--- config.mk ---
export PLATFORM = sky130hd
export DESIGN_NAME = axi_sram_slave
export DESIGN_NICKNAME = d
export VERILOG_FILES = /design/src/rtl/axi_pkg.sv /design/src/rtl/axi_rd_skid.sv /design/src/rtl/axi_sram_slave.sv
export SDC_FILE = /design/constraint.sdc
export NUM_CORES = 1
export LEC_CHECK = 0
export ABC_AREA = 0
export BUFFER_PORTS_ARGS = -buffer_cell sky130_fd_sc_hd__buf_2
export CAP_MARGIN = 15
export CELL_PAD_IN_SITES_DETAIL_PLACEMENT = 0
export CELL_PAD_IN_SITES_GLOBAL_PLACEMENT = 1
export CORE_ASPECT_RATIO = 0.75
export CORE_MARGIN = 2
export CORE_UTILIZATION = 39
export DETAILED_ROUTE_END_ITERATION = 16
export PLACE_DENSITY_LB_ADDON = 0.1
export SLEW_MARGIN = 0
export SYNTH_ARGS = -nofsm -noshare
export SYNTH_HDL_FRONTEND = slang
export SYNTH_SLANG_ARGS = --single-unit
--- constraint.sdc ---
create_clock -name aclk -period 8.2 [get_ports aclk]
set_clock_uncertainty 0.15 [all_clocks]
set_input_delay 0.82 -clock aclk [delete_from_list [all_inputs] [get_ports aclk]]
set_output_delay 0.82 -clock aclk [all_outputs]
set_load 0.1 [all_outputs]
--- src/rtl/axi_pkg.sv ---
`default_nettype none
// ============================================================================
//  Module      : axi_pkg
//  Description : Shared AXI3 encodings, FSM state codes, stall-LFSR constants
//                and the per-beat address step helper for axi_sram_slave.
//  Revision    : 1.0 - initial release
// ============================================================================
package axi_pkg;

    // Burst type encodings
    localparam logic [1:0] BURST_FIXED = 2'b00;
    localparam logic [1:0] BURST_INCR  = 2'b01;
    localparam logic [1:0] BURST_WRAP  = 2'b10;

    // Response encodings
    localparam logic [1:0] RESP_OKAY   = 2'b00;
    localparam logic [1:0] RESP_SLVERR = 2'b10;

    // Slave FSM state codes
    localparam logic [1:0] ST_IDLE     = 2'd0;
    localparam logic [1:0] ST_RD       = 2'd1;
    localparam logic [1:0] ST_WR_DATA  = 2'd2;
    localparam logic [1:0] ST_WR_RESP  = 2'd3;

    // Stall LFSR: x^16 + x^14 + x^13 + x^11 (bit 15,13,12,10 of the register)
    localparam logic [15:0] LFSR_SEED  = 16'hACE1;
    localparam logic [15:0] LFSR_TAPS  = 16'hB400;

    // Byte address of the next beat: FIXED holds, INCR steps by the beat
    // size; sizes wider than the 32-bit bus step by one word.
    function automatic logic [31:0] next_addr(input logic [31:0] addr,
                                              input logic [2:0]  size,
                                              input logic [1:0]  burst);
        logic [31:0] step;
        step = (size > 3'd2) ? 32'd4 : (32'd1 << size);
        return (burst == BURST_INCR) ? (addr + step) : addr;
    endfunction

endpackage
`default_nettype wire

--- src/rtl/axi_rd_skid.sv ---
`default_nettype none
// ============================================================================
//  Module      : axi_rd_skid
//  Description : Two-entry read-data FIFO between the SRAM read port and the
//                AXI R channel. Holds {rdata, rlast, rresp} and reports its
//                occupancy so the issuer never overruns it.
//  Revision    : 1.0 - initial release
// ============================================================================
module axi_rd_skid #(
    parameter int WIDTH = 35
) (
    input  logic             clk,
    input  logic             rst_n,
    input  logic             push,
    input  logic [WIDTH-1:0] push_data,
    input  logic             pop,
    output logic [WIDTH-1:0] head,
    output logic             empty,
    output logic [1:0]       occ
);

    logic [WIDTH-1:0] mem_q [0:1];
    logic [WIDTH-1:0] mem_d [0:1];
    logic             wr_ptr_q, wr_ptr_d;
    logic             rd_ptr_q, rd_ptr_d;
    logic [1:0]       count_q, count_d;
    logic             w_do_push;
    logic             w_do_pop;

    assign w_do_pop  = pop && (count_q != 2'd0);
    assign w_do_push = push && ((count_q != 2'd2) || w_do_pop);

    // Next-state for storage, pointers and occupancy
    always_comb begin
        mem_d    = mem_q;
        wr_ptr_d = wr_ptr_q;
        rd_ptr_d = rd_ptr_q;
        if (w_do_push) begin
            mem_d[wr_ptr_q] = push_data;
            wr_ptr_d        = ~wr_ptr_q;
        end
        if (w_do_pop) begin
            rd_ptr_d = ~rd_ptr_q;
        end
        count_d = count_q + {1'b0, w_do_push} - {1'b0, w_do_pop};
    end

    // FIFO state registers
    always_ff @(posedge clk or negedge rst_n) begin
        if (!rst_n) begin
            mem_q[0] <= '0;
            mem_q[1] <= '0;
            wr_ptr_q <= 1'b0;
            rd_ptr_q <= 1'b0;
            count_q  <= 2'd0;
        end else begin
            mem_q    <= mem_d;
            wr_ptr_q <= wr_ptr_d;
            rd_ptr_q <= rd_ptr_d;
            count_q  <= count_d;
        end
    end

    assign head  = mem_q[rd_ptr_q];
    assign empty = (count_q == 2'd0);
    assign occ   = count_q;

endmodule
`default_nettype wire

--- src/rtl/axi_sram_slave.sv ---
`default_nettype none
// ============================================================================
//  Module      : axi_sram_slave
//  Description : AXI3 slave fronting a single-port synchronous word SRAM
//                (1-cycle read latency). One transaction at a time, reads
//                and writes arbitrated round-robin, FIXED/INCR bursts up to
//                256 beats; WRAP/reserved bursts answer SLVERR.
//                Optional macro AXI_SLV_STALL_EN: LFSR-driven gating of
//                arready/awready/wready to stress the master.
//  Revision    : 1.0 - initial release
// ============================================================================
module axi_sram_slave
    import axi_pkg::*;
#(
    parameter int ADDR_W = 16,
    parameter int ID_W   = 4
) (
    input  logic              aclk,
    input  logic              aresetn,
    // Read address
    input  logic [ID_W-1:0]   arid,
    input  logic [31:0]       araddr,
    input  logic [7:0]        arlen,
    input  logic [2:0]        arsize,
    input  logic [1:0]        arburst,
    input  logic              arvalid,
    output logic              arready,
    // Read data
    output logic [ID_W-1:0]   rid,
    output logic [31:0]       rdata,
    output logic [1:0]        rresp,
    output logic              rlast,
    output logic              rvalid,
    input  logic              rready,
    // Write address
    input  logic [ID_W-1:0]   awid,
    input  logic [31:0]       awaddr,
    input  logic [7:0]        awlen,
    input  logic [2:0]        awsize,
    input  logic [1:0]        awburst,
    input  logic              awvalid,
    output logic              awready,
    // Write data
    input  logic [ID_W-1:0]   wid,
    input  logic [31:0]       wdata,
    input  logic [3:0]        wstrb,
    input  logic              wlast,
    input  logic              wvalid,
    output logic              wready,
    // Write response
    output logic [ID_W-1:0]   bid,
    output logic [1:0]        bresp,
    output logic              bvalid,
    input  logic              bready,
    // SRAM port
    output logic              ram_en,
    output logic [3:0]        ram_wen,
    output logic [ADDR_W-1:0] ram_addr,
    output logic [31:0]       ram_wdata,
    input  logic [31:0]       ram_rdata
);

    logic [1:0]      state_q, state_d;
    logic [ID_W-1:0] id_q, id_d;
    logic [31:0]     addr_q, addr_d;
    logic [7:0]      len_q, len_d;
    logic [2:0]      size_q, size_d;
    logic [1:0]      burst_q, burst_d;
    logic [8:0]      beat_q, beat_d;          // reads issued / writes accepted
    logic            inflight_q, inflight_d;  // SRAM read launched last cycle
    logic            infl_last_q, infl_last_d;
    logic            err_q, err_d;
    logic            last_grant_q, last_grant_d; // 1 = write won last time

    logic            w_stall;
    logic            w_bad_burst;
    logic            w_last_beat;
    logic            w_grant_rd;
    logic            w_room;
    logic            w_push;
    logic            w_pop;
    logic [34:0]     w_push_data;
    logic [34:0]     w_head;
    logic            w_empty;
    logic [1:0]      w_occ;
    logic            w_unused;

    assign w_unused = ^wid;

`ifdef AXI_SLV_STALL_EN
    logic [15:0] lfsr_q, lfsr_d;

    // Fibonacci LFSR free-running every cycle
    always_comb begin
        lfsr_d = {lfsr_q[14:0], ^(lfsr_q & LFSR_TAPS)};
    end

    // LFSR register
    always_ff @(posedge aclk or negedge aresetn) begin
        if (!aresetn) begin
            lfsr_q <= LFSR_SEED;
        end else begin
            lfsr_q <= lfsr_d;
        end
    end

    assign w_stall = (lfsr_q[1:0] == 2'b00);
`else
    assign w_stall = 1'b0;
`endif

    assign w_bad_burst = (burst_q != BURST_FIXED) && (burst_q != BURST_INCR);
    assign w_last_beat = (beat_q == {1'b0, len_q});

    // Read data returns one cycle after the strobe straight into the FIFO;
    // bad bursts still read but the data is squashed to zero.
    assign w_push      = inflight_q;
    assign w_push_data = {(w_bad_burst ? 32'h0 : ram_rdata),
                          infl_last_q,
                          (w_bad_burst ? RESP_SLVERR : RESP_OKAY)};
    assign w_pop       = rvalid && rready;

    // A slot frees this cycle when the head is popped, which keeps the
    // issue rate at one beat per cycle while rready is held high.
    assign w_room = (({1'b0, w_occ} + {2'b00, inflight_q}) < (3'd2 + {2'b00, w_pop}));

    axi_rd_skid #(
        .WIDTH (35)
    ) u_rd_skid (
        .clk       (aclk),
        .rst_n     (aresetn),
        .push      (w_push),
        .push_data (w_push_data),
        .pop       (w_pop),
        .head      (w_head),
        .empty     (w_empty),
        .occ       (w_occ)
    );

    assign rvalid                = !w_empty;
    assign {rdata, rlast, rresp} = w_head;
    assign rid                   = id_q;
    assign bid                   = id_q;
    assign bresp                 = (err_q || w_bad_burst) ? RESP_SLVERR : RESP_OKAY;

    // Transaction FSM: arbitration, SRAM strobes and channel readies
    always_comb begin
        state_d      = state_q;
        id_d         = id_q;
        addr_d       = addr_q;
        len_d        = len_q;
        size_d       = size_q;
        burst_d      = burst_q;
        beat_d       = beat_q;
        inflight_d   = 1'b0;
        infl_last_d  = infl_last_q;
        err_d        = err_q;
        last_grant_d = last_grant_q;
        arready      = 1'b0;
        awready      = 1'b0;
        wready       = 1'b0;
        bvalid       = 1'b0;
        ram_en       = 1'b0;
        ram_wen      = 4'h0;
        ram_addr     = addr_q[ADDR_W+1:2];
        ram_wdata    = wdata;
        w_grant_rd   = 1'b0;

        case (state_q)
            ST_IDLE: begin
                w_grant_rd = arvalid && (!awvalid || last_grant_q);
                arready    = w_grant_rd && !w_stall;
                awready    = awvalid && !w_grant_rd && !w_stall;
                if (arready) begin
                    id_d         = arid;
                    addr_d       = araddr;
                    len_d        = arlen;
                    size_d       = arsize;
                    burst_d      = arburst;
                    beat_d       = 9'd0;
                    last_grant_d = 1'b0;
                    state_d      = ST_RD;
                end else if (awready) begin
                    id_d         = awid;
                    addr_d       = awaddr;
                    len_d        = awlen;
                    size_d       = awsize;
                    burst_d      = awburst;
                    beat_d       = 9'd0;
                    err_d        = 1'b0;
                    last_grant_d = 1'b1;
                    state_d      = ST_WR_DATA;
                end
            end

            ST_RD: begin
                if (w_room && (beat_q <= {1'b0, len_q})) begin
                    ram_en      = 1'b1;
                    inflight_d  = 1'b1;
                    infl_last_d = w_last_beat;
                    beat_d      = beat_q + 9'd1;
                    addr_d      = next_addr(addr_q, size_q, burst_q);
                end
                if (w_pop && rlast) begin
                    state_d = ST_IDLE;
                end
            end

            ST_WR_DATA: begin
                wready = !w_stall;
                if (wvalid && wready) begin
                    ram_en  = !w_bad_burst;
                    ram_wen = w_bad_burst ? 4'h0 : wstrb;
                    beat_d  = beat_q + 9'd1;
                    addr_d  = next_addr(addr_q, size_q, burst_q);
                    if (wlast != w_last_beat) begin
                        err_d = 1'b1;
                    end
                    if (w_last_beat) begin
                        state_d = ST_WR_RESP;
                    end
                end
            end

            ST_WR_RESP: begin
                bvalid = 1'b1;
                if (bready) begin
                    state_d = ST_IDLE;
                end
            end

            default: begin
                state_d = ST_IDLE;
            end
        endcase
    end

    // Transaction context registers
    always_ff @(posedge aclk or negedge aresetn) begin
        if (!aresetn) begin
            state_q      <= ST_IDLE;
            id_q         <= '0;
            addr_q       <= 32'h0;
            len_q        <= 8'h0;
            size_q       <= 3'h0;
            burst_q      <= BURST_FIXED;
            beat_q       <= 9'h0;
            inflight_q   <= 1'b0;
            infl_last_q  <= 1'b0;
            err_q        <= 1'b0;
            last_grant_q <= 1'b1;
        end else begin
            state_q      <= state_d;
            id_q         <= id_d;
            addr_q       <= addr_d;
            len_q        <= len_d;
            size_q       <= size_d;
            burst_q      <= burst_d;
            beat_q       <= beat_d;
            inflight_q   <= inflight_d;
            infl_last_q  <= infl_last_d;
            err_q        <= err_d;
            last_grant_q <= last_grant_d;
        end
    end

endmodule
`default_nettype wire

======== Word-level counts from Yosys, hierarchy flattened ========
Cells that the tools add are included.
storage, ports and cells
  bits in latches ......................... 0
  output and inout port bits .............. 103
  RAM bits ................................ 0
  memories kept ........................... 0
  register bits ........................... 138
  ROM bits ................................ 0
  input port bits ......................... 178
cells by class
  shift operators ......................... 1
  $add $sub $neg .......................... 6
  muxes and demuxes ....................... 54
  equal/unequal tests ..................... 17
  multiply operators ...................... 0
  magnitude comparators ................... 6
  divide/modulo/power cells ............... 0
  bitwise gates (word level) .............. 4
  reductions and logical operators ........ 28
operator list
  cell                    number
  $mux W32                7
  $mux W35                4
  $pmux W32 S3            1
  $bwmux W70              1
  $mux W9                 4
  $demux W35 S1           1
  $add A32 B32 Y32        1
  $shl A1 B3 Y32 const A  1
  $pmux W9 S3             1
  $mux W2                 10
  $mux W4                 5
  $ne A2 B2 Y1 const B    9
  $mux W8                 2
  $mux W1                 13
  $reduce_and A5 Y1       2
  $add A9 B1 Y9 const B   1
  $eq A9 B8 Y1            1
  $le A9 B8 Y1            1
  $logic_and A1 B1 Y1     9
  $pmux W2 S4             1
  $reduce_bool A2 Y1      4
  $mux W3                 2
  $eq A2 B1 Y1 const B    2
  $eq A2 B2 Y1 const B    2
  20 further kinds        31

======== Longest topological paths before layout ========
  depth after elaboration ................. 8
  mapped depth ............................ 12
  mapped depth without buffers ............ 12

======== Hierarchy ========
Synthesis repeated with hierarchy kept, for this count alone.
second synthesis, totals
  cells, all modules ...................... 713
  area total of the unflattened synthesis .. 7483.4 um2
by module, submodules not included
  module          instances  area an instance (um2)  cells each  sequential area each (um2)
  axi_sram_slave  1          4212.8                  504         1252.5
  axi_rd_skid     1          3270.6                  209         1851.8

======== Worst setup path after synthesis ========
Ideal clock, no wire load.
  path type ............................... input port to output port
  start point ............................. input awvalid
  end point ............................... output awready
  path buffers ............................ 2
  setup slack ............................. 4.385 ns
  cell stages on the path ................. 6
  data arrival time ....................... 2.845 ns
  cell sequence ........................... inv_1 > o21ai_0 > buf_2 > buf_2 > nand2_1 > nor2_1
between the ends
  cells in the longest elaborated chain, start to end .. 6
ends and longest elaborated chain
  element                  RTL line               RTL
  from (decl)              axi_sram_slave.sv:41   input logic awvalid,
  $logic_not A1 Y1         axi_sram_slave.sv:171  w_grant_rd = arvalid && (!awvalid || last_grant_q);
  $logic_or A1 B1 Y1       axi_sram_slave.sv:171
  $logic_and A1 B1 Y1      axi_sram_slave.sv:171
  $logic_not A1 Y1         axi_sram_slave.sv:173  awready = awvalid && !w_grant_rd && !w_stall;
  $logic_and A1 B1 Y1 (*)  axi_sram_slave.sv:173
  $mux W1 (*)              axi_sram_slave.sv:169  case (state_q)
  to (decl)                axi_sram_slave.sv:42   output logic awready,
Every way passes the cells marked *; elsewhere a longest branch is shown, timed or not.

======== Worst setup path after layout ========
  start point ............................. register beat_q[2]
  end point ............................... output ram_en
between the ends
  cells in the longest elaborated chain, start to end .. 4
ends and longest elaborated chain
  element                 RTL line               RTL
  from (decl)             axi_sram_slave.sv:69   logic [8:0] beat_q, beat_d;
  from (signal assigned)  axi_sram_slave.sv:259  beat_q <= beat_d;
  $le A9 B8 Y1            axi_sram_slave.sv:197  if (w_room && (beat_q <= {1'b0, len_q})) begin
  $logic_and A1 B1 Y1     axi_sram_slave.sv:197
  $mux W1                 axi_sram_slave.sv:197
  $pmux W1 S2             axi_sram_slave.sv:169
  to (decl)               axi_sram_slave.sv:56   output logic ram_en,
Every way passes these cells.

==> impl_summary.txt <==
----------------------------------------------------
[Layout]
  Area overhead of the layout relative to synthesis ... 19.5%
  Core occupancy in the finished layout ... 0.482
  Number of fill cells ... 1,681
  Count of non-filler cells in the finished layout ... 1,138
  Fraction of final layout cells with drive strength greater than 1 ... 0.324
  Number of nets in the finished design ... 1,088
  Area used by multi-input combinational logic ... 3500 µm²
  Combined flip-flop and latch cell area ... 3050 µm²
  Diodes inserted ... 0

[Yosys]
  Cell count after synthesis ... 763
  Cell area after synthesis ... 7200 µm²
  Number of synthesized register bits ... 122
  Xor-xnor portion of the synthesized cell area ... 0.0134
  Fraction of the mapped netlist area in simple logic gates ... 0.154
  Number of flops mapped to enable cells by yosys ... 0
  Yosys Warn Count ... 0
  Netlist cell types ... 65
  Mean instance size in the synthesized netlist ... 9.44 µm²
  Sequential cell area fraction in the yosys report ... 0.424
  Primary FF master, synth ... dfrtp_1
  Share of synthesized area spent on multiplexers ... 0.125
  Synth Area in Adders ... 0.0462
  Largest family of logic cells by synthesized area ... simple AND/OR/NAND/NOR gates
  Share of the synthesized area in compound gates (AO/OA/AOI/OAI) ... 0.141
  Share of async-settable or async-resettable flops after synthesis ... 1.00

[Power and ir drop]
  Worst-case vdd ir drop ... 0.000130 V
  Share of power burned in combinational logic ... 0.112
  Internal power consumption ... 1.20 mW
  Net Sw Power ... 0.401 mW
  Lkg Pwr ... 4.41 nW
  Power per standard cell area ... 187 nW/µm²
  Sw frac ... 0.250
  Total power after layout ... 1.61 mW
  Clock network fraction of total power ... 0.495
  Sequential power share ... 0.392

[Placement]
  Count of input and output buffers ... 182
  Placed wire-length estimate after detailed placement ... 12.7 mm
  Weighted congestion at the end of routability-driven global placement ... 0.842
  Placed instance count ... 1,105

[Route]
  Remaining antenna violation count ... 0
  Mean number of vias per cell ... 5.04
  Total wire length after detailed routing ... 17.9 mm
  Routed length per placed instance ... 15.8 µm
  Via count ... 5,738
  Detailed-route DRC error count ... 0
  Number of DRC violations after detailed-routing iteration 0 ... 319
  Iteration count of the initial detailed-routing pass ... 7

[Clock tree]
  Clock buffer depth ... 2
  Buffer type at the clock tree root ... clkbuf_16
  Sinks on the clock net ... 122
  Cts-stage hold buffer count ... 0
  Cts bufs inserted ... 17
  Clock latency reported for the late side of the worst-skew pair ... 0.41 ns
  Clock-pin slew reported for the worst setup and hold paths after clock tree synthesis ... 0.06 ns
  Postcts setup bufs ... 0
  Deepest level of the CTS H-tree ... 4
  Clock tree from TritonCTS ... done
  Cts repair resizes ... 0

[Run]
  Number of maximum-capacitance violations ... 0

[Floorplanning]
  Horizontal die dimension ... 161 µm
  Number of top-level design ports ... 281
  Number of core rows ... 42
  Area of the core region ... 17,900 µm²
  Initial Util ... 0.403
  Die H ... 122 µm
  Die outline area ... 19,600 µm²

[Global routing]
  Most crowded layer after global routing ... met2
  Met1 capacity usage during global routing ... 0.251
  GRT Residual Overflow ... 0
  Number of antenna violations at the first check in global routing ... 1
  Maximum number of pins on one net before global-route repair ... 71
  Vias in the first global route ... 5,821
  Global-route met2 utilization ... 0.296
  GRT Overall Usage ... 0.189
  Global-route wire length before repair ... 29.3 mm
  GR met3 Demand/Resource ... 0.0524

[Timing]
  Final number of setup-violating endpoints ... 0
  Unrepaired setup endpoints after global routing ... false
  Max Fclk ... 280 MHz
  Final worst path period share ... 0.435
  Slew at the pin closest to its max-slew limit ... 0.924 ns
  Final hold slack ... 0.285 ns
  Count of final hold-check violations ... 0
  Fin crit period ... 3.57 ns
  Final Max Tran Viols ... 0
  Worst max-slew margin expressed relative to the limit ... 0.384
  Setup total negative slack ... 0 ns

[Setup path]
  Data arrival time at the worst-slack endpoint ... 2.60 ns
  Required time of the critical path ... 7.23 ns
  Critical path endpoint category ... primary output
  Kind of start point of the critical path ... register
  Kind of critical path ... register to primary output
  Chain of cells forming the critical path ... ha_1, a21oi_1, a211oi_1, nor4_2, o211a_1, o21a_1, buf_2
  Maximum single-stage delay on the critical path ... 0.45 ns
  CP max-delay cell ... dfrtp_1
  Maximum fanout along the worst path ... 7

[Status]
  Run status ... finished clean

[Hold path]
  Worst min path class ... input pin to async pin

----------------------------------------------------
power groups by stage:
stage	registers (mW)	logic, mW	clock network [mW]
after detailed placement	0.641	0.183	0
after CTS	0.630	0.184	0.817
after global routing	0.632	0.199	0.844
after floorplan	0.628	0.199	0
after global placement	0.641	0.179	0
final	0.630	0.180	0.795
stage by stage:
step | setup WS [ns] | instance area [µm²]
floorplan | 4.39 | 7220
global placement | 5.04 | 7940
detailed placement | 5.00 | 7940
CTS | 4.59 | 8570
global route | 4.45 | 8610
finish | 4.63 | 8610
cell families (layout without fill, tap and decap cells):
kind of cell | count (synthesis) | count (layout)
muxes | 83 | 83
buffers and inverters | 127 | 254
xor gates and xnor gates | 11 | 11
DFF | 122 | 122
and+or+nand+nor | 225 | 225
AOI/OAI and AO/OA | 168 | 168
other | 1 | 7
adders and majority gates | 26 | 26
worst max-delay path, delay by kind of cell, from the launching register on:
kind / cells / cell delay, ns
flops: 1 / 0.45
compound gates: 4 / 0.60
simple gates: 1 / 0.35
fa+ha+maj: 1 / 0.34
buf+inv: 1 / 0.43
flip-flops by register name, indices dropped and copies added, names as in the netlist, 2 cells and up:
name and flops:
bid 4, len_q 8, beat_q 9, burst_q 2, u_rd_skid.mem_q 68, size_q 3
u_rd_skid.occ 2, addr_q 18, state_q 2
synthesized netlist by cell type, types with 5 or more instances:
| master | instances | share of area |
|---|---|---|
| mux2_2 | 55 | 0.086 |
| a21oi_1 | 13 | 0.0090 |
| o21ai_0 | 101 | 0.070 |
| nand2b_1 | 39 | 0.034 |
| ha_1 | 25 | 0.043 |
| nor3_1 | 8 | 0.0056 |
| nor4_1 | 5 | 0.0043 |
| nor2_1 | 14 | 0.0073 |
| clkbuf_1 | 28 | 0.015 |
| nand3_1 | 7 | 0.0049 |
| mux2i_1 | 28 | 0.039 |
| or3_1 | 5 | 0.0043 |
| and2_1 | 7 | 0.0061 |
| inv_1 | 32 | 0.017 |
| nand3b_1 | 5 | 0.0052 |
| nand2_1 | 112 | 0.058 |
| a21o_1 | 7 | 0.0073 |
| buf_4 | 54 | 0.056 |
| dfrtp_1 | 121 | 0.42 |
| buf_2 | 9 | 0.0063 |
| xnor2_1 | 7 | 0.0085 |
path summary, 6_finish.rpt:
check,startpoint,to,slack [ns],cells after the start
max reg2reg,size_q[1]$_DFFE_PN0P_,addr_q[12]$_DFFE_PN0P_,4.98,12
min reg2reg,u_rd_skid.mem_q[13]$_DFFE_PN0P_,u_rd_skid.mem_q[13]$_DFFE_PN0P_,0.32,2
max,beat_q[2]$_DFFE_PN0P_,ram_en,4.63,7
max in group asynchronous,aresetn,u_rd_skid.mem_q[3]$_DFFE_PN0P_,6.22,2
min,aresetn,bid[1]$_DFFE_PN0P_,0.29,1
min in group aclk,u_rd_skid.mem_q[13]$_DFFE_PN0P_,u_rd_skid.mem_q[13]$_DFFE_PN0P_,0.32,2
final cells by class:
cell class / instances / share of cell area
Clock inverter: 13 / 0.0221
Tap cell: 242 / 0.0352
Timing Repair Buffer: 191 / 0.116
Inverter: 32 / 0.0140
Sequential cell: 122 / 0.355
Multi-Input combinational cell: 520 / 0.407
Clock buffer: 18 / 0.0510
cells in the final DEF, fill, tap and decap left out, types with 17 or more instances in the layout:
master / count
buf_2: 181
dfrtp_1: 121
nand2_1: 111
o21ai_0: 100
mux2_2: 55
nand2b_1: 38
inv_1: 32
mux2i_1: 28
ha_1: 25
clkbuf_16: 17
per-layer routing:
layer | vias up | wire (µm)
li1 | 2831 | -
met1 | 2634 | 8320
met2 | 227 | 7760
met3 | 44 | 1390
met4 | 2 | 438
met5 | - | 11
Note: power is estimated with default switching activity, not from simulation.
